File: src/rtl/slice_serial_adder.sv
// slice_serial_adder: WIDTH-bit add/subtract built from one SLICE-bit ripple
// slice that is reused once per clock, LSB slice first. The carry between
// slices is kept in a register. Results appear on s/cout/ovf/zero only
// when an operation completes, with a start/busy/done handshake.
//
// state | meaning
// ------+-------------------------------------------------------------
// IDLE  | waiting for start; outputs hold the last result
// RUN   | one slice processed per clock, carry kept in carry register
// DONE  | result valid for one cycle; start here begins a new RUN
module slice_serial_adder #(
  parameter int WIDTH = 8,
  parameter int SLICE = 4
) (
  input  logic             clk,
  input  logic             reset,
  input  logic             start,
  input  logic [WIDTH-1:0] a,
  input  logic [WIDTH-1:0] b,
  input  logic             cin,
  input  logic             sub,
  output logic             busy,
  output logic             done,
  output logic [WIDTH-1:0] s,
  output logic             cout,
  output logic             ovf,
  output logic             zero
);

  localparam int N     = WIDTH / SLICE;
  localparam int IDX_W = (N > 1) ? $clog2(N) : 1;
  localparam logic [IDX_W-1:0] LAST_IDX = IDX_W'(N - 1);

  typedef enum logic [1:0] {
    IDLE = 2'd0,
    RUN  = 2'd1,
    DONE = 2'd2
  } state_t;

  state_t           state;
  logic [IDX_W-1:0] idx;
  logic             carry;
  logic [WIDTH-1:0] op_a;
  logic [WIDTH-1:0] op_b;
  logic [WIDTH-1:0] acc;

  logic [SLICE-1:0] slice_a;
  logic [SLICE-1:0] slice_b;
  logic [SLICE-1:0] slice_sum;
  logic             ripple;
  logic             carry_into_msb;
  logic [WIDTH-1:0] acc_full;

  // One 283-style slice: bit-level ripple so the carry into the top bit of
  // the slice is visible for the overflow flag on the last slice.
  always_comb begin
    slice_a        = op_a[idx*SLICE +: SLICE];
    slice_b        = op_b[idx*SLICE +: SLICE];
    slice_sum      = '0;
    ripple         = carry;
    carry_into_msb = carry;
    for (int i = 0; i < SLICE; i++) begin
      if (i == SLICE - 1) carry_into_msb = ripple;
      slice_sum[i] = slice_a[i] ^ slice_b[i] ^ ripple;
      ripple       = (slice_a[i] & slice_b[i]) | (ripple & (slice_a[i] ^ slice_b[i]));
    end
    acc_full                       = acc;
    acc_full[idx*SLICE +: SLICE]   = slice_sum;
  end

  // Sequencer: accept, step slices, publish result; outputs registered.
  always_ff @(posedge clk or posedge reset) begin
    if (reset) begin
      state <= IDLE;
      idx   <= '0;
      carry <= 1'b0;
      op_a  <= '0;
      op_b  <= '0;
      acc   <= '0;
      busy  <= 1'b0;
      done  <= 1'b0;
      s     <= '0;
      cout  <= 1'b0;
      ovf   <= 1'b0;
      zero  <= 1'b0;
    end else begin
      case (state)
        IDLE, DONE: begin
          if (start) begin
            op_a  <= a;
            op_b  <= sub ? ~b : b;
            carry <= cin;
            idx   <= '0;
            state <= RUN;
            busy  <= 1'b1;
            done  <= 1'b0;
          end else begin
            state <= IDLE;
            busy  <= 1'b0;
            done  <= 1'b0;
          end
        end
        RUN: begin
          acc   <= acc_full;
          carry <= ripple;
          idx   <= idx + 1'b1;
          if (idx == LAST_IDX) begin
            state <= DONE;
            busy  <= 1'b0;
            done  <= 1'b1;
            s     <= acc_full;
            cout  <= ripple;
            ovf   <= carry_into_msb ^ ripple;
            zero  <= (acc_full == '0);
          end
        end
        default: begin
          state <= IDLE;
          busy  <= 1'b0;
          done  <= 1'b0;
        end
      endcase
    end
  end

endmodule

File: config.mk
export PLATFORM = sky130hd
export DESIGN_NAME = slice_serial_adder
export DESIGN_NICKNAME = d
export VERILOG_FILES = /design/src/rtl/slice_serial_adder.sv
export SDC_FILE = /design/constraint.sdc
export NUM_CORES = 1
export LEC_CHECK = 0
export ABC_AREA = 1
export BUFFER_PORTS_ARGS = -buffer_cell sky130_fd_sc_hd__buf_2
export CAP_MARGIN = 0
export CORE_ASPECT_RATIO = 0.8
export CORE_UTILIZATION = 55
export CTS_BUF_LIST = sky130_fd_sc_hd__clkbuf_2
export CTS_CLUSTER_SIZE = 24
export DETAILED_ROUTE_END_ITERATION = 10
export PLACE_DENSITY_LB_ADDON = 0.2
export SYNTH_ARGS = -nofsm -noshare
export SYNTH_HDL_FRONTEND = slang
export SYNTH_SLANG_ARGS = --single-unit
File: constraint.sdc
create_clock -name clk -period 5.35 [get_ports clk]
set_input_delay 0.535 -clock clk [delete_from_list [all_inputs] [get_ports clk]]
set_output_delay 0.535 -clock clk [all_outputs]
set_load 0.02 [all_outputs]
==> run_results.csv, run 1 <==
group,metric,value,unit
finish,final_nets,244,
critical_path,worstPathMaxFanout,12,
power,internal-power,716,uW
power,swShare,0.455,
critical_path,path_common_cell,"nand2_1",
synth,ys.warnings.count,0,
clock_network,ctsHoldBuffers,0,
synth,synth-seq-area-share,0.520,
power,power_density,682,nW/um2
sta,period_share,0.597,
finish,layout_commonest_cell,"nand2_1",
critical_path,cpPeakStageDelay,0.61,ns
die,design.core.area,2870,um2
global_routing,overflow,0,
sta,rsz0062_at_grt,"no",
run_status,status,"finished clean",
die,die_h,52.2,um
clock_network,cts_buffers,5,
placement,hpwl,2.39,mm
global_routing,grtUsageTotal,0.235,
finish,area_growth,11.3,%
power,peakVddDrop,0.283,mV
placement,gp_congestion,0.871,
global_routing,grt_pass1_vias,1269,
finish,n_antenna_cell,0,
power,power_frac_seq,0.372,
sta,hold_viol,0,
finish,final_layout_size_suffix_gt1_frac,0.232,
sta,tns,0,ns
clock_network,post_cts_buffers,0,
placement,dpl.cell_count,250,
route,first_pass_iters,4,
sta,max_freq,313,MHz
clock_network,clk_path_buf_depth,2,
global_routing,antenna_found_initial,0,
synth,synth.avg_cell_area,9.26,um2
sta,setup_viol,0,
clock_network,ctsResizeCount,0,
critical_path,cp-start-kind,"register",
clock_network,clock_latency,0.38,ns
route,wl_per_cell,12.5,um
clock_network,cts_max_level,2,
power,p_leak,0.00104,uW
synth,syn-cell-area,1730,um2
critical_path,critPathCaptureType,"register",
die,initial_core_util,0.603,
sta,post-route-min-period,3.19,ns
finish,fin_cells,258,
synth,synth_cells,187,
critical_path,crit_slowest_cell,"dfrtp_1",
synth,synth_fp_nets,212,
finish,fillers,248,
clock_network,clkTransAtPathRegs,0.18,ns
clock_network,cts.sinks,36,
critical_path,cp.required,5.65,ns
critical_path,critPathArrivalTime,3.49,ns
power,p_comb_frac,0.505,
global_routing,grt_pass1_wl,5.70,mm
critical_path,crit_family,"adder cells",
placement,io_buffers,33,
sta,slew_headroom,0.698,
die,io-pin-count,34,
synth,synth-seq-cells,36,
route,routed-via-count,1296,
critical_path,critPathBufInv,3,
run,drv_cap,0,
critical_path,crit_chain,"inv_1, nand2_1, nand2_1, fa_1, fa_1, fa_1, inv_1, fa_1, inv_1, nor2_1, nand2_1, nor2_1, nand2_1, nand2_1",
route,drtIter0Drc,93,
clock_network,tritoncts,"yes",
finish,final_cell_mix,"69 x nand2_1, 36 x dfrtp_1, 33 x buf_2",
critical_path,reg2reg_from,"idx",
route,vias_per_cell,5.02,
die,num_rows,17,
power,p_sw,598,uW
route,drt-total-wl,3.23,mm
die,die_area,3380,um2
route,drc,0,
sta,final.setup_skew,0.0210,ns
sta,worst_pin_slew,0.452,ns
critical_path,worstSetupPathType,"register to register",
die,die_w,64.7,um
sta,slew_viol_final,0,
synth,yosysUniqueCellTypes,26,
critical_path,startpoint,"idx",
clock_network,root_buffer,"clkbuf_2",
route,antenna_left,0,
hold_path,hold_path_class,"input pin to async pin",
power,pwr-share-clk,0.123,
global_routing,grt_max_degree,37,
-- cells in the mapped netlist (all sizes together) --
cell	instances	area (um2)
a21oi	5	28.8
o211ai	1	7.51
xor2	1	8.76
dfrtp	36	901
inv	13	51.3
xnor2	8	70.1
clkinv	1	5.00
fa	4	80.1
mux2i	1	10.0
nor2	9	48.8
nand2	71	277
buf	9	87.6
o21ai	13	76.3
nand3	15	80.1
-- cells by family after synthesis --
logic type	share of synthesized area
muxes	0.00578
xor gates and xnor gates	0.0455
adders and majority gates	0.0462
buffers and inverters	0.0831
AOI/OAI and AO/OA	0.0650
DFF	0.520
and+or+nand+nor	0.234
-- worst register-to-register path, stage by stage (launching register included) --
cell and delay (ns):
dfrtp_1 0.61, inv_1 0.26, nand2_1 0.13, nand2_1 0.08
fa_1 0.41, fa_1 0.40, fa_1 0.41, inv_1 0.09
fa_1 0.42, inv_1 0.09, nor2_1 0.04, nand2_1 0.06
nor2_1 0.04, nand2_1 0.05, nand2_1 0.05
-- routing by layer --
metal  global-route usage  share of wire  wire length [um]  up-vias
met3               0.0587          0.054               176        8
met2                0.373           0.47              1510       50
met1                0.308           0.46              1480      593
met5                    0              0                 0        -
li1                     -              -                 -      645
met4                0.107          0.019                63        0
-- path summary, 6_finish.rpt --
kind | slack, ns | end | cells after the start
max | 2.16 | zero | 14
max in group asynchronous | 4.80 | op_b[5] | 3
min | 0.22 | acc[3] | 3
max reg2reg | 2.16 | zero | 14
min reg2reg | 0.49 | acc[1] | 2
min in group clk | 0.38 | op_a[4] | 3
-- power groups by stage --
| stage | logic, uW | registers (uW) | clock network, uW |
|---|---|---|---|
| finish | 663 | 489 | 162 |
| global placement | 641 | 491 | 0 |
| floorplan | 497 | 520 | 0 |
| global route | 745 | 507 | 177 |
| detailed placement | 667 | 493 | 0 |
| CTS | 668 | 489 | 165 |
-- flip-flops by register name, summed over array words and instances (netlist names), 4 cells and up --
signal and count:
op_a 8, s 8, op_b 8, acc 4
-- layout make-up --
class / instances / area [um2] / area share
sequential: 36 / 901 / 0.468
multi-input combinational: 128 / 687 / 0.356
clock buffer: 5 / 25.0 / 0.0130
timing repair buffer: 34 / 173 / 0.0896
clock inverter: 3 / 37.5 / 0.0195
tap: 38 / 47.5 / 0.0247
inverter: 14 / 56.3 / 0.0292
-- stage by stage --
| step | util | cell area, um2 | worst slack, ns | power (uW) | hold slack (ns) |
|---|---|---|---|---|---|
| floorplan | - | 1730 | 2.63 | 1020 | 0.437 |
| global placement | 0.649 | 1860 | 2.34 | 1130 | 0.461 |
| finish | 0.671 | 1930 | 2.16 | 1310 | 0.216 |
| CTS | 0.671 | 1930 | 2.18 | 1320 | 0.226 |
| detailed placement | 0.649 | 1860 | 2.19 | 1160 | 0.459 |
| global route | 0.671 | 1930 | 1.97 | 1430 | 0.251 |
Power figures use the tool's default switching activity.
==> run 2, diff against run 1 <==
clock period = 3.25 ns   (was 5.35 ns; I/O delays follow)
==> run_results.csv, run 2 (synthesis results as in run 1) <==
group,metric,value,unit
critical_path,critPathArrivalTime,3.26,ns
die,num_rows,17,
clock_network,cts.sinks,36,
sta,hold_slack,0.00688,ns
finish,n_antenna_cell,0,
finish,fillers,249,
sta,tns,0,ns
sta,rsz0062_at_grt,"no",
route,first_pass_iters,4,
sta,period_share,0.915,
global_routing,grtUsageTotal,0.218,
placement,pre_cts_ws,0.305,ns
power,power_frac_seq,0.382,
run,drv_cap,0,
route,antenna_left,0,
die,die_h,52.2,um
die,design.core.area,2870,um2
route,routed-via-count,1270,
finish,final_cell_mix,"69 x nand2_1, 36 x dfrtp_1, 33 x buf_2",
clock_network,tritoncts,"yes",
global_routing,antenna_found_initial,0,
sta,setup_viol,0,
die,die_area,3380,um2
power,p_sw,977,uW
placement,hpwl,2.24,mm
clock_network,clkTransAtPathRegs,0.17,ns
power,internal-power,1100,uW
sta,slew_headroom,0.696,
sta,max_freq,336,MHz
sta,slew_viol_final,0,
die,initial_core_util,0.603,
clock_network,ctsHoldBuffers,0,
sta,hold_viol,0,
placement,dpl.cell_count,251,
clock_network,root_buffer,"clkbuf_2",
global_routing,grt_pass1_wl,5.29,mm
clock_network,cts_buffers,5,
clock_network,cts_max_level,2,
global_routing,grt_pass1_vias,1165,
finish,final_nets,245,
route,drtIter0Drc,103,
power,p_comb_frac,0.530,
sta,post-route-min-period,2.97,ns
run_status,status,"finished clean",
sta,worst_pin_slew,0.455,ns
power,pwr-share-clk,0.088,
critical_path,cp-start-kind,"register",
global_routing,overflow,0,
die,die_w,64.7,um
placement,io_buffers,33,
die,io-pin-count,34,
sta,final.setup_skew,0.0119,ns
clock_network,ctsResizeCount,0,
power,peakVddDrop,0.456,mV
critical_path,cp.required,3.54,ns
route,drc,0,
finish,reg_top3,"op_a (8), op_b (8), s (8)",
placement,gp_congestion,0.872,
route,vias_per_cell,4.92,
finish,final_layout_size_suffix_gt1_frac,0.232,
critical_path,r2r_cells,14,
critical_path,rrSetupSlack,0.28,ns
critical_path,worstSetupPathType,"register to register",
hold_path,hold_path_class,"input pin to async pin",
route,wl_per_cell,12.0,um
global_routing,grt_max_degree,37,
power,p_leak,0.00103,uW
critical_path,reg2reg_from,"idx",
finish,multiInputGateArea,687,um2
finish,regArea,901,um2
clock_network,clk_path_buf_depth,2,
power,power_density,1090,nW/um2
finish,fin_cells,258,
finish,layout_commonest_cell,"nand2_1",
critical_path,r2r_end,"zero",
critical_path,critPathCaptureType,"register",
finish,area_growth,9.97,%
route,drt-total-wl,3.10,mm
power,swShare,0.469,
clock_network,post_cts_buffers,0,
critical_path,worstPathMaxFanout,11,
sta,fin_ws,0.277,ns
clock_network,clock_latency,0.38,ns
-- run 2: final cells by class --
type | count | area share
timing repair buffer | 35 | 0.0946
clock inverter | 2 | 0.00394
multi-input combinational | 128 | 0.361
sequential | 36 | 0.473
inverter | 14 | 0.0296
clock buffer | 5 | 0.0131
tap | 38 | 0.0250
-- run 2: worst max path at each step --
stage	from	end	slack, ns
5_1_grt	idx	zero	0.11
2_1_floorplan	idx	zero	0.53
6_report	idx	zero	0.28
4_1_cts	idx	zero	0.28
3_5_place_dp	idx	zero	0.30
3_3_place_gp	idx	zero	0.38
-- run 2: metrics by stage --
step | total power, uW | area (um2) | utilization
final | 2080 | 1900 | 0.663
after global routing | 2260 | 1900 | 0.663
after CTS | 2080 | 1900 | 0.663
after detailed placement | 1900 | 1870 | 0.652
after global placement | 1870 | 1870 | 0.652
after floorplan | 1670 | 1730 | -
-- run 2: per-layer routing --
layer | global-route usage | up-vias | share of wire
met5 | 0 | - | 0
met4 | 0.100 | 0 | 0.0087
met3 | 0.0587 | 5 | 0.059
met2 | 0.326 | 35 | 0.44
met1 | 0.297 | 584 | 0.49
li1 | - | 646 | -
-- run 2: worst max-delay path, cell delays in order, from the launching register on --
cell and delay (ns):
dfrtp_1 0.48, inv_1 0.20, nand2_1 0.11, nand2_1 0.07, fa_1 0.41, fa_1 0.39
fa_1 0.41, inv_1 0.08, fa_1 0.42, inv_1 0.09, nor2_1 0.04, nand2_1 0.06
nor2_1 0.04, nand2_1 0.05, nand2_1 0.04
-- run 2: power by group through the flow --
stage | combinational (uW) | clock (uW) | sequential [uW]
6_report | 1100 | 184 | 795
5_1_grt | 1230 | 206 | 820
4_1_cts | 1100 | 185 | 794
3_5_place_dp | 1100 | 0 | 804
3_3_place_gp | 1070 | 0 | 799
2_1_floorplan | 819 | 0 | 856
==> run 3, diff against run 2 <==
ABC_AREA = 0   (was 1)
GPL_TIMING_DRIVEN = 0   (was not set)
==> run_results.csv, run 3 <==
group,metric,value,unit
critical_path,critPathBufInv,2,
synth,ys_top_cells_by_count,"71 x nand2_1, 36 x dfrtp_1, 10 x o21ai_0, 8 x xnor2_1, 6 x mux2_2",
synth,ys.flop_type,"dfrtp_1",
synth,synth_compound_area_frac,0.0415,
clock_network,cts.sinks,36,
synth,synth_fp_nets,191,
critical_path,cpPeakStageDelay,0.46,ns
synth,synth-seq-cells,36,
route,wl_per_cell,13.0,um
clock_network,cts_buffers,5,
critical_path,startpoint,"idx",
synth,synth-simple-area-share,0.215,
route,drt-total-wl,3.16,mm
route,antenna_left,0,
finish,reg_top3,"op_a (8), op_b (8), s (8)",
finish,final_cell_mix,"71 x nand2_1, 36 x buf_2, 36 x dfrtp_1",
synth,synth_top_cell_area_share,0.553,
route,vias_per_cell,5.00,
critical_path,crit_slowest_cell,"fa_1",
run,drv_cap,0,
sta,slew_headroom,0.515,
placement,hpwl,2.31,mm
sta,worst_pin_slew,0.726,ns
synth,synthMostInstantiatedCell,"nand2_1",
route,first_pass_iters,4,
synth,synth_xor_area_frac,0.0484,
critical_path,worstSetupPathType,"register to register",
synth,yosys-mux-area-fraction,0.0538,
clock_network,clock_latency,0.39,ns
synth,synth.avg_cell_area,9.81,um2
placement,io_buffers,32,
global_routing,grt_pass1_wl,5.69,mm
critical_path,path_common_cell,"fa_1",
synth,synth-async-reset-ratio,1.00,
finish,area_growth,15.7,%
synth,synth_area_leaders,"dfrtp_1 55%, nand2_1 16%, fa_1 4.9%, xnor2_1 4.3%, mux2_2 4.1%",
sta,final.setup_skew,0.0127,ns
clock_network,clk_path_buf_depth,2,
clock_network,root_buffer,"clkbuf_2",
global_routing,grt_pass1_vias,1204,
clock_network,cts_max_level,2,
sta,slew_viol_final,0,
die,io-pin-count,34,
critical_path,r2r_cells,10,
synth,synth_edf_count,0,
finish,final_layout_size_suffix_gt1_frac,0.282,
global_routing,grt_max_degree,37,
sta,hold_viol,0,
synth,synth-seq-area-share,0.553,
finish,n_antenna_cell,0,
power,p_leak,0.000999,uW
finish,regArea,901,um2
critical_path,rrSetupSlack,0.18,ns
sta,tns,0,ns
synth,synth_top_family_by_area,"simple AND/OR/NAND/NOR gates",
die,num_rows,17,
finish,multiInputGateArea,667,um2
route,drc,0,
route,routed-via-count,1220,
synth,yosysUniqueCellTypes,27,
critical_path,r2r_end,"zero",
clock_network,clkTransAtPathRegs,0.17,ns
sta,period_share,0.945,
sta,setup_viol,0,
critical_path,crit_family,"adder cells",
critical_path,crit_chain,"buf_6, mux2_2, fa_1, fa_1, fa_2, inv_1, fa_1, nor4b_1, nand3_1, nand2_1",
critical_path,critPathArrivalTime,3.38,ns
sta,post-route-min-period,3.07,ns
synth,synth_adder_area_share,0.0492,
critical_path,worstPathMaxFanout,10,
placement,gp_congestion,0.797,
clock_network,tritoncts,"yes",
global_routing,antenna_found_initial,0,
synth,synth_cells,166,
finish,layout_commonest_cell,"nand2_1",
sta,rsz0062_at_grt,"no",
die,die_h,50.7,um
die,design.core.area,2790,um2
run_status,status,"finished clean",
synth,synth_top_area_cell,"dfrtp_1",
die,die_area,3180,um2
global_routing,overflow,0,
die,die_w,62.8,um
synth,ys.warnings.count,0,
sta,max_freq,325,MHz
critical_path,cp-start-kind,"register",
finish,final_nets,231,
synth,syn-cell-area,1630,um2
sta,fin_ws,0.177,ns
critical_path,reg2reg_from,"idx",
route,drtIter0Drc,105,
hold_path,hold_path_class,"input pin to async pin",
die,initial_core_util,0.585,
finish,fillers,229,
placement,pre_cts_ws,0.119,ns
global_routing,grtUsageTotal,0.249,
critical_path,critPathCaptureType,"register",
critical_path,cp.required,3.56,ns
power,peakVddDrop,0.484,mV
power,power_density,1090,nW/um2
clock_network,ctsHoldBuffers,0,
[run 3: cell count changes in the layout (fill, tap and decap cells not counted), moves of 3 or more]
cell / change
nor2_1: -5
nand3_1: -13
mux2_2: +6
buf_2: +3
clkbuf_2: +3
inv_1: -11
o21ai_2: -3
a21oi_1: -3
[run 3: where the power goes]
group | internal (uW) | switching [uW] | total [uW]
logic | 458 | 622 | 1080
clock network | 51.2 | 145 | 196
registers | 659 | 128 | 786
total | 1170 | 894 | 2060
[run 3: kinds of logic (layout without fill, tap and decap cells)]
| family | after synthesis | in the layout |
|---|---|---|
| flip-flops | 36 | 36 |
| multiplexers | 8 | 8 |
| buffers and inverters | 12 | 52 |
| adder cells (fa/ha/maj) | 4 | 4 |
| AND/OR/NAND/NOR | 84 | 84 |
| AO/OA/AOI/OAI | 13 | 13 |
| XOR/XNOR | 9 | 9 |
[run 3: per-stage QoR]
step | instance area [um2] | utilization | instances | power [uW] | hold WS [ns]
3_3_place_gp | 1840 | 0.659 | 236 | 1780 | 0.454
3_5_place_dp | 1840 | 0.659 | 236 | 1850 | 0.459
5_1_grt | 1890 | 0.677 | 244 | 2250 | 0.0974
2_1_floorplan | 1630 | - | 166 | 1530 | 0.430
6_report | 1890 | 0.677 | 244 | 2060 | 0.0255
4_1_cts | 1870 | 0.672 | 243 | 2040 | 0.109
[run 3: per-layer routing]
metal,share of wire,track usage,vias up
met5,0,0,-
met2,0.46,0.395,43
met1,0.47,0.314,568
met4,0.022,0.136,0
li1,-,-,603
met3,0.055,0.0659,6
[run 3: cell type report]
type / instances / share of cell area
clock inverters: 1 / 0.00265
repair buffers: 33 / 0.0889
flip-flops and latches: 36 / 0.478
multi-input cells: 118 / 0.354
inverters: 3 / 0.00597
well taps: 38 / 0.0252
plain buffers: 9 / 0.0299
clock buffers: 6 / 0.0159
[run 3: how the worst max path moves through the flow]
stage | cells past startpoint | slack [ns] | end
after floorplan | 10 | 0.34 | zero
after global placement | 10 | 0.18 | zero
after detailed placement | 10 | 0.12 | zero
after CTS | 10 | 0.08 | zero
after global routing | 10 | 0.03 | zero
final | 10 | 0.18 | zero
[run 3: what timing repair did]
item / in CTS / in global routing
endpoints found under the hold margin: 0 / 0
resized for setup: 0 / 2
endpoints found under the setup margin: 0 / 1
buffers inserted: 0 / 1
